===== config.mk =====
export PLATFORM = sky130hd
export DESIGN_NAME = pmod_ssd_mux_driver
export DESIGN_NICKNAME = d
export VERILOG_FILES = /design/src/rtl/pmod_ssd_mux_driver.sv
export SDC_FILE = /design/constraint.sdc
export NUM_CORES = 1
export LEC_CHECK = 0
export ABC_AREA = 1
export CORE_ASPECT_RATIO = 1.5
export CORE_UTILIZATION = 58
export CTS_BUF_LIST = sky130_fd_sc_hd__clkbuf_16
export DETAILED_ROUTE_END_ITERATION = 16
export PLACE_DENSITY_LB_ADDON = 0.08
export SYNTH_ARGS = -nofsm -noshare
export SYNTH_HDL_FRONTEND = slang
export SYNTH_SLANG_ARGS = --single-unit

===== constraint.sdc =====
create_clock -name S_AXI_ACLK -period 2.8 [get_ports S_AXI_ACLK]
set_clock_uncertainty 0.1 [all_clocks]
set_input_delay 0.56 -clock S_AXI_ACLK [delete_from_list [all_inputs] [get_ports S_AXI_ACLK]]
set_output_delay 0.56 -clock S_AXI_ACLK [all_outputs]
set_load 0.05 [all_outputs]

===== src/rtl/pmod_ssd_mux_driver.sv =====
// Two-digit hex display multiplexer with inter-digit blanking and a per-frame shadow of the value.
// Outputs registered; one frame = 2*(REFRESH_DIV+BLANK_CYCLES) cycles, no backpressure.
module pmod_ssd_mux_driver #(
  parameter int REFRESH_DIV    = 100000,
  parameter int BLANK_CYCLES   = 16,
  parameter int SEG_ACTIVE_LOW = 0,
  parameter int LZ_BLANK       = 0
) (
  input  logic       S_AXI_ACLK,
  input  logic       S_AXI_ARESETN,
  input  logic [7:0] disp_value,
  input  logic       value_wr,
  input  logic       disp_enable,
  output logic [6:0] ssd_seg,
  output logic       ssd_sel,
  output logic       frame_done
);

  localparam int MAXC = (REFRESH_DIV > BLANK_CYCLES) ? REFRESH_DIV : BLANK_CYCLES;
  localparam int CW   = $clog2(MAXC);
  localparam logic [CW-1:0] SHOW_LAST  = CW'(REFRESH_DIV - 1);
  localparam logic [CW-1:0] BLANK_LAST = CW'((BLANK_CYCLES > 0) ? BLANK_CYCLES - 1 : 0);
  localparam logic [6:0]    SEG_OFF    = (SEG_ACTIVE_LOW != 0) ? 7'h7F : 7'h00;

  typedef enum logic [2:0] {IDLE, SHOW_LO, BLANK_LO, SHOW_HI, BLANK_HI} state_t;

  state_t        state_q, state_d;
  logic [CW-1:0] cnt_q, cnt_d;
  logic [7:0]    pend_q, pend_d;
  logic [7:0]    shadow_q, shadow_d;
  logic [6:0]    seg_q, seg_d;
  logic          sel_q, sel_d;
  logic          fd_q, fd_d;
  logic [6:0]    seg_raw;

  function automatic logic [6:0] hex7(input logic [3:0] n);
    case (n)
      4'h0: hex7 = 7'h3F;  4'h1: hex7 = 7'h06;  4'h2: hex7 = 7'h5B;  4'h3: hex7 = 7'h4F;
      4'h4: hex7 = 7'h66;  4'h5: hex7 = 7'h6D;  4'h6: hex7 = 7'h7D;  4'h7: hex7 = 7'h07;
      4'h8: hex7 = 7'h7F;  4'h9: hex7 = 7'h6F;  4'hA: hex7 = 7'h77;  4'hB: hex7 = 7'h7C;
      4'hC: hex7 = 7'h39;  4'hD: hex7 = 7'h5E;  4'hE: hex7 = 7'h79;  default: hex7 = 7'h71;
    endcase
  endfunction

  always_comb begin
    state_d = state_q;
    case (state_q)
      IDLE:     if (disp_enable) state_d = SHOW_LO;
      SHOW_LO:  if (cnt_q == SHOW_LAST) state_d = (BLANK_CYCLES == 0) ? SHOW_HI : BLANK_LO;
      BLANK_LO: if (cnt_q == BLANK_LAST) state_d = SHOW_HI;
      SHOW_HI:  if (cnt_q == SHOW_LAST) state_d = (BLANK_CYCLES == 0) ? SHOW_LO : BLANK_HI;
      BLANK_HI: if (cnt_q == BLANK_LAST) state_d = SHOW_LO;
      default:  state_d = IDLE;
    endcase
    if (!disp_enable) state_d = IDLE;

    cnt_d  = (state_d != state_q || state_q == IDLE) ? '0 : cnt_q + 1'b1;
    pend_d = value_wr ? disp_value : pend_q;

    // A write landing on the frame boundary must win over the older pending value.
    shadow_d = shadow_q;
    if (state_d == SHOW_LO && state_q != SHOW_LO)
      shadow_d = value_wr ? disp_value : pend_q;

    fd_d = (state_d == SHOW_LO) && (state_q == BLANK_HI || state_q == SHOW_HI);

    seg_raw = 7'h00;
    case (state_d)
      SHOW_LO: seg_raw = hex7(shadow_d[3:0]);
      SHOW_HI: if (!(LZ_BLANK != 0 && shadow_d[7:4] == 4'h0)) seg_raw = hex7(shadow_d[7:4]);
      default: seg_raw = 7'h00;
    endcase
    seg_d = (SEG_ACTIVE_LOW != 0) ? ~seg_raw : seg_raw;
    sel_d = (state_d == SHOW_HI) || (state_d == BLANK_HI);
  end

  always_ff @(posedge S_AXI_ACLK or negedge S_AXI_ARESETN) begin
    if (!S_AXI_ARESETN) begin
      state_q  <= IDLE;
      cnt_q    <= '0;
      pend_q   <= 8'h00;
      shadow_q <= 8'h00;
      seg_q    <= SEG_OFF;
      sel_q    <= 1'b0;
      fd_q     <= 1'b0;
    end else begin
      state_q  <= state_d;
      cnt_q    <= cnt_d;
      pend_q   <= pend_d;
      shadow_q <= shadow_d;
      seg_q    <= seg_d;
      sel_q    <= sel_d;
      fd_q     <= fd_d;
    end
  end

  assign ssd_seg    = seg_q;
  assign ssd_sel    = sel_q;
  assign frame_done = fd_q;

endmodule


==> reports/results.txt <==
The run finished with clean final reports. In this run the biggest area consumer among cell types represents 40.7% of the synthesized area. The number of register bits inferred by synthesis came out at 45. Derived from the worst setup path, the maximum achievable clock frequency is 385 MHz.

The count of clock tree sinks is 45. Of all flip-flops after synthesis, the portion carrying an async set or reset was 100%. Register clock-pin slew on the reported worst setup and hold paths: 0.06 ns.

The run gives 5 as the number of CTS-inserted buffers. The synthesized netlist net count was 389; the tightest slew margin relative to the limit was 66.2%. The overall die width is 58.4 µm, and the yosys synthesis warning count is 0. The total power is 0.00189 W, and the number of diodes is 0.

The share of the yosys chip area belonging to registers was 40.7%; the area growth from synthesis to layout was 21.7%. The arithmetic-cell share of the synthesized area counting full adders, half adders and majority gates was 6.33%; the final number of hold-violating endpoints was 0. The startpoint identified for the worst register-to-register timing path is cnt_q[1]$_DFF_PN0_. After global routing, the most crowded layer is met2.

After detailed routing, the number of remaining DRC violations is 0. After detailed routing, the total wire length is 6400 µm. In this run switching power makes up 34.1% of total power. The total negative slack came out at 0 ns. The path class of the lowest-slack min-delay path is primary input to asynchronous set/reset pin. The multiplexer fraction of the synthesized cell area was 0.407%. The final setup slack of the worst path came out at 0.199 ns. In this run the critical register-to-register path is captured at ssd_seg[4]$_DFF_PN0_.

After legalization and detailed placement, the total HPWL measured 4680 µm. Setup violations remaining at the end of the flow were counted as 0. CTS H-tree depth: 2. In the post-synthesis netlist, the cell with the most instances is nand2_1.

The logs give 38.6% for the part of the power in registers and 0.20 ns for the register-to-register setup slack. For this block, the initial DRC count from the detailed router was 148. The worst path uses 92.9% of the clock period. For the pin with the worst max-slew slack, the measured transition is 0.505 ns. The tools report the number of global-route vias before repair as 2452. Yosys attributes the largest share of cell area to dfrtp_1 (41%), nand2_1 (12%), nand3_1 (9.0%), inv_1 (7.6%), ha_1 (6.3%).

For this run, the number of standard cells in the final layout without fillers is 470. After detailed routing, the number of vias per cell comes to 5.27. The share of total power dissipated in combinational logic is 31.5%.

After synthesis, the netlist uses 29 different library cells. The vertical die dimension is 86.6 µm, and the met3 global-route usage is 3.43%. The tools report the number of I/O pins as 21. The number of buffers between clock root and the deepest sink was 2; the first-pass GRT wire length was 10400 µm.

For the number of max-capacitance violations reported, the log shows 0. Once placement finished, the instance area stood at 3130 µm². The cell at the root of the clock tree is clkbuf_16. The final layout contains 431 nets. By count the netlist is led by nand2_1 (86), inv_1 (56), nand3_1 (50). The internal power of the cells totals 0.00124 W. For the remaining number of nets flagged by the antenna check after routing, the log shows 0.

The run gives 60.9% as the effective utilization at floorplan. The wire length per cell after detailed routing works out to 13.6 µm. The tools report the peak supply drop as 0.448 mV. The total grt overflow is 0. The startpoint kind of the worst setup timing path was a flip-flop. The finished cells cover 3360 µm².

The count of buffers inserted at the top-level ports was 20. The floorplan step defined a die boundary enclosing 5050 µm². The logs give 459 for the number of instances in the placed design and 27.4% for the overall global routing resource usage.

The pre-antenna-repair detailed-routing pass consisted of 4 iterations. For the worst setup path, the data required time is 2.88 ns. The average instance in the mapped netlist occupies 7.62 µm². The final-report max-slew violation count is 0. Counting flops with a built-in enable in the synthesized netlist gives 0. For met1 alone, demand over resource in global routing was 27.2%.

The run gives 36 as the pin count of the biggest net entering global routing. After Yosys synthesis, XOR and XNOR cells account for 2.53% of the synthesized area. Power spread over the standard cell area amounts to 560 nW/µm². The routed layout has 2478 vias.

Endpoint type of the worst setup path: a flip-flop. For the area of the core region, the log shows 4540 µm². The initialized floorplan defines 30 standard-cell rows. The static leakage is 1.67 nW. TritonCTS built the clock tree. The biggest area contributor in the post-synthesis netlist is dfrtp_1.

The initial antenna violation count was 0; the time the worst path needs with I/O delays and setup was 2.60 ns. The met2 global-route usage is 54.1%, and the number of buffers inserted by hold repair at cts is 0. The congestion estimate from routability-driven global placement came to 0.866. OpenSTA, run right after detailed placement, puts the worst setup slack at -0.0198 ns.

The post-synthesis compound-gate area fraction was 5.25%; the fraction of final layout cells sized beyond drive strength 1 was 14.0%. The logs give 0.29 ns for the later-pin clock latency in the skew report and 2770 µm² for the cell area after technology mapping. The worst reg-to-reg path cell count is 17.

The basic-gate share of the synthesized area counting and, or, nand and nor cells came out at 35.8%. The critical path is of the flip-flop to flip-flop type. The worst endpoint data arrival time was 2.68 ns. The most used flip-flop cell after synthesis is dfrtp_1.

The largest family of logic cells by synthesized area is simple AND/OR/NAND/NOR gates. The clock share of power was 29.8%; the worst-path maximum fanout was 8. The run gives 363 as the cell count after synthesis.

The analysis attributes to net switching a power of 0.000643 W.
-- per-layer routing --
metal,up-vias,part of all wire [%]
met4,0,3.0
met2,51,57
met5,-,0
li1,1229,-
met1,1180,37
met3,18,2.2
-- worst max-delay path, cell delays in order (launching register included) --
cell,delay (ns)
dfrtp_1,0.40
ha_4,0.17
nand3_4,0.10
nor2_1,0.12
nand3_1,0.11
nand2_1,0.10
nand2_1,0.07
nand3_2,0.10
nand4_4,0.15
buf_6,0.18
nand2_1,0.10
o21ai_4,0.09
buf_4,0.15
ha_1,0.19
nor2_1,0.12
nand2_1,0.06
nand3_1,0.09
nand2_1,0.07
-- worst max path at each step --
stage,from,endpoint,slack (ns),cells after the start
after global placement,cnt_q[0]$_DFF_PN0_,ssd_seg[0]$_DFF_PN0_,0.009,15
final,cnt_q[1]$_DFF_PN0_,ssd_seg[4]$_DFF_PN0_,0.20,17
after detailed placement,cnt_q[0]$_DFF_PN0_,ssd_seg[0]$_DFF_PN0_,-0.02,15
after CTS,cnt_q[0]$_DFF_PN0_,ssd_seg[3]$_DFF_PN0_,0.07,18
after global routing,cnt_q[0]$_DFF_PN0_,ssd_seg[0]$_DFF_PN0_,-0.02,18
after floorplan,cnt_q[0]$_DFF_PN0_,ssd_seg[3]$_DFF_PN0_,0.31,17
-- stage by stage --
stage / hold slack (ns) / util [%]
final: 0.0335 / 74.1
after global routing: 0.0584 / 74.1
after CTS: 0.0462 / 72.2
after detailed placement: 0.346 / 68.8
after global placement: 0.340 / 68.8
after floorplan: 0.164 / -
-- kinds of logic (layout without fill, tap and decap cells) --
family / count (synthesis) / in the layout
AND/OR/NAND/NOR: 213 / 213
flip-flops: 45 / 45
adder cells (fa/ha/maj): 14 / 14
buffers and inverters: 61 / 104
XOR/XNOR: 8 / 8
multiplexers: 1 / 1
AO/OA/AOI/OAI: 21 / 21
-- area by class of cell --
type	instances	area (µm²)
Clock buffer	5	125
Clock inverter	3	12.5
Fill cell	360	1180
Inverter	57	214
Multi-Input combinational cell	257	1460
Sequential cell	45	1130
Tap cell	64	80.1
Timing Repair Buffer	39	345
-- timing repair --
item	4_1_cts	5_1_grt
resized for setup	0	17
buffers inserted	2	1
endpoints found under the setup margin	3	7
pin swaps	1	3
-- power by group through the flow --
stage,Combinational [W],Sequential (W),Clock [W]
3_3_place_gp,0.000548,0.000736,0
5_1_grt,0.000659,0.000733,0.000592
3_5_place_dp,0.000559,0.000738,0
6_report,0.000594,0.000729,0.000563
2_1_floorplan,0.000314,0.000799,0
4_1_cts,0.000567,0.000727,0.000567
-- registers in the layout (all words and copies together) (netlist names) --
name and count:
shadow_q 8, ssd_seg 7, frame_done 1, ssd_sel 1, cnt_q 17, pend_q 8
state_q 3
-- placed cells by master, fill, tap and decap left out --
master,n
a21oi_1,2
inv_1,55
nor3_1,4
or2_1,1
o211ai_1,1
or2_0,1
ha_1,11
o21ai_0,10
o21ai_4,4
nor2_1,40
nand3_4,1
buf_2,1
nor2_4,3
clkinv_1,2
nand2_2,5
nand2_1,85
nand3_2,3
clkinv_2,1
nand3_1,49
clkdlybuf4s50_1,19
o21ai_2,2
o21ai_1,2
dfrtp_1,45
ha_4,2
ha_2,1
clkbuf_16,5
nand4_1,8
nor3_2,1
nor2_2,5
mux2_2,1
nand4_4,1
inv_2,2
buf_4,17
xor2_1,8
nor3b_1,6
buf_6,2
(Power assumes the default switching activity.)
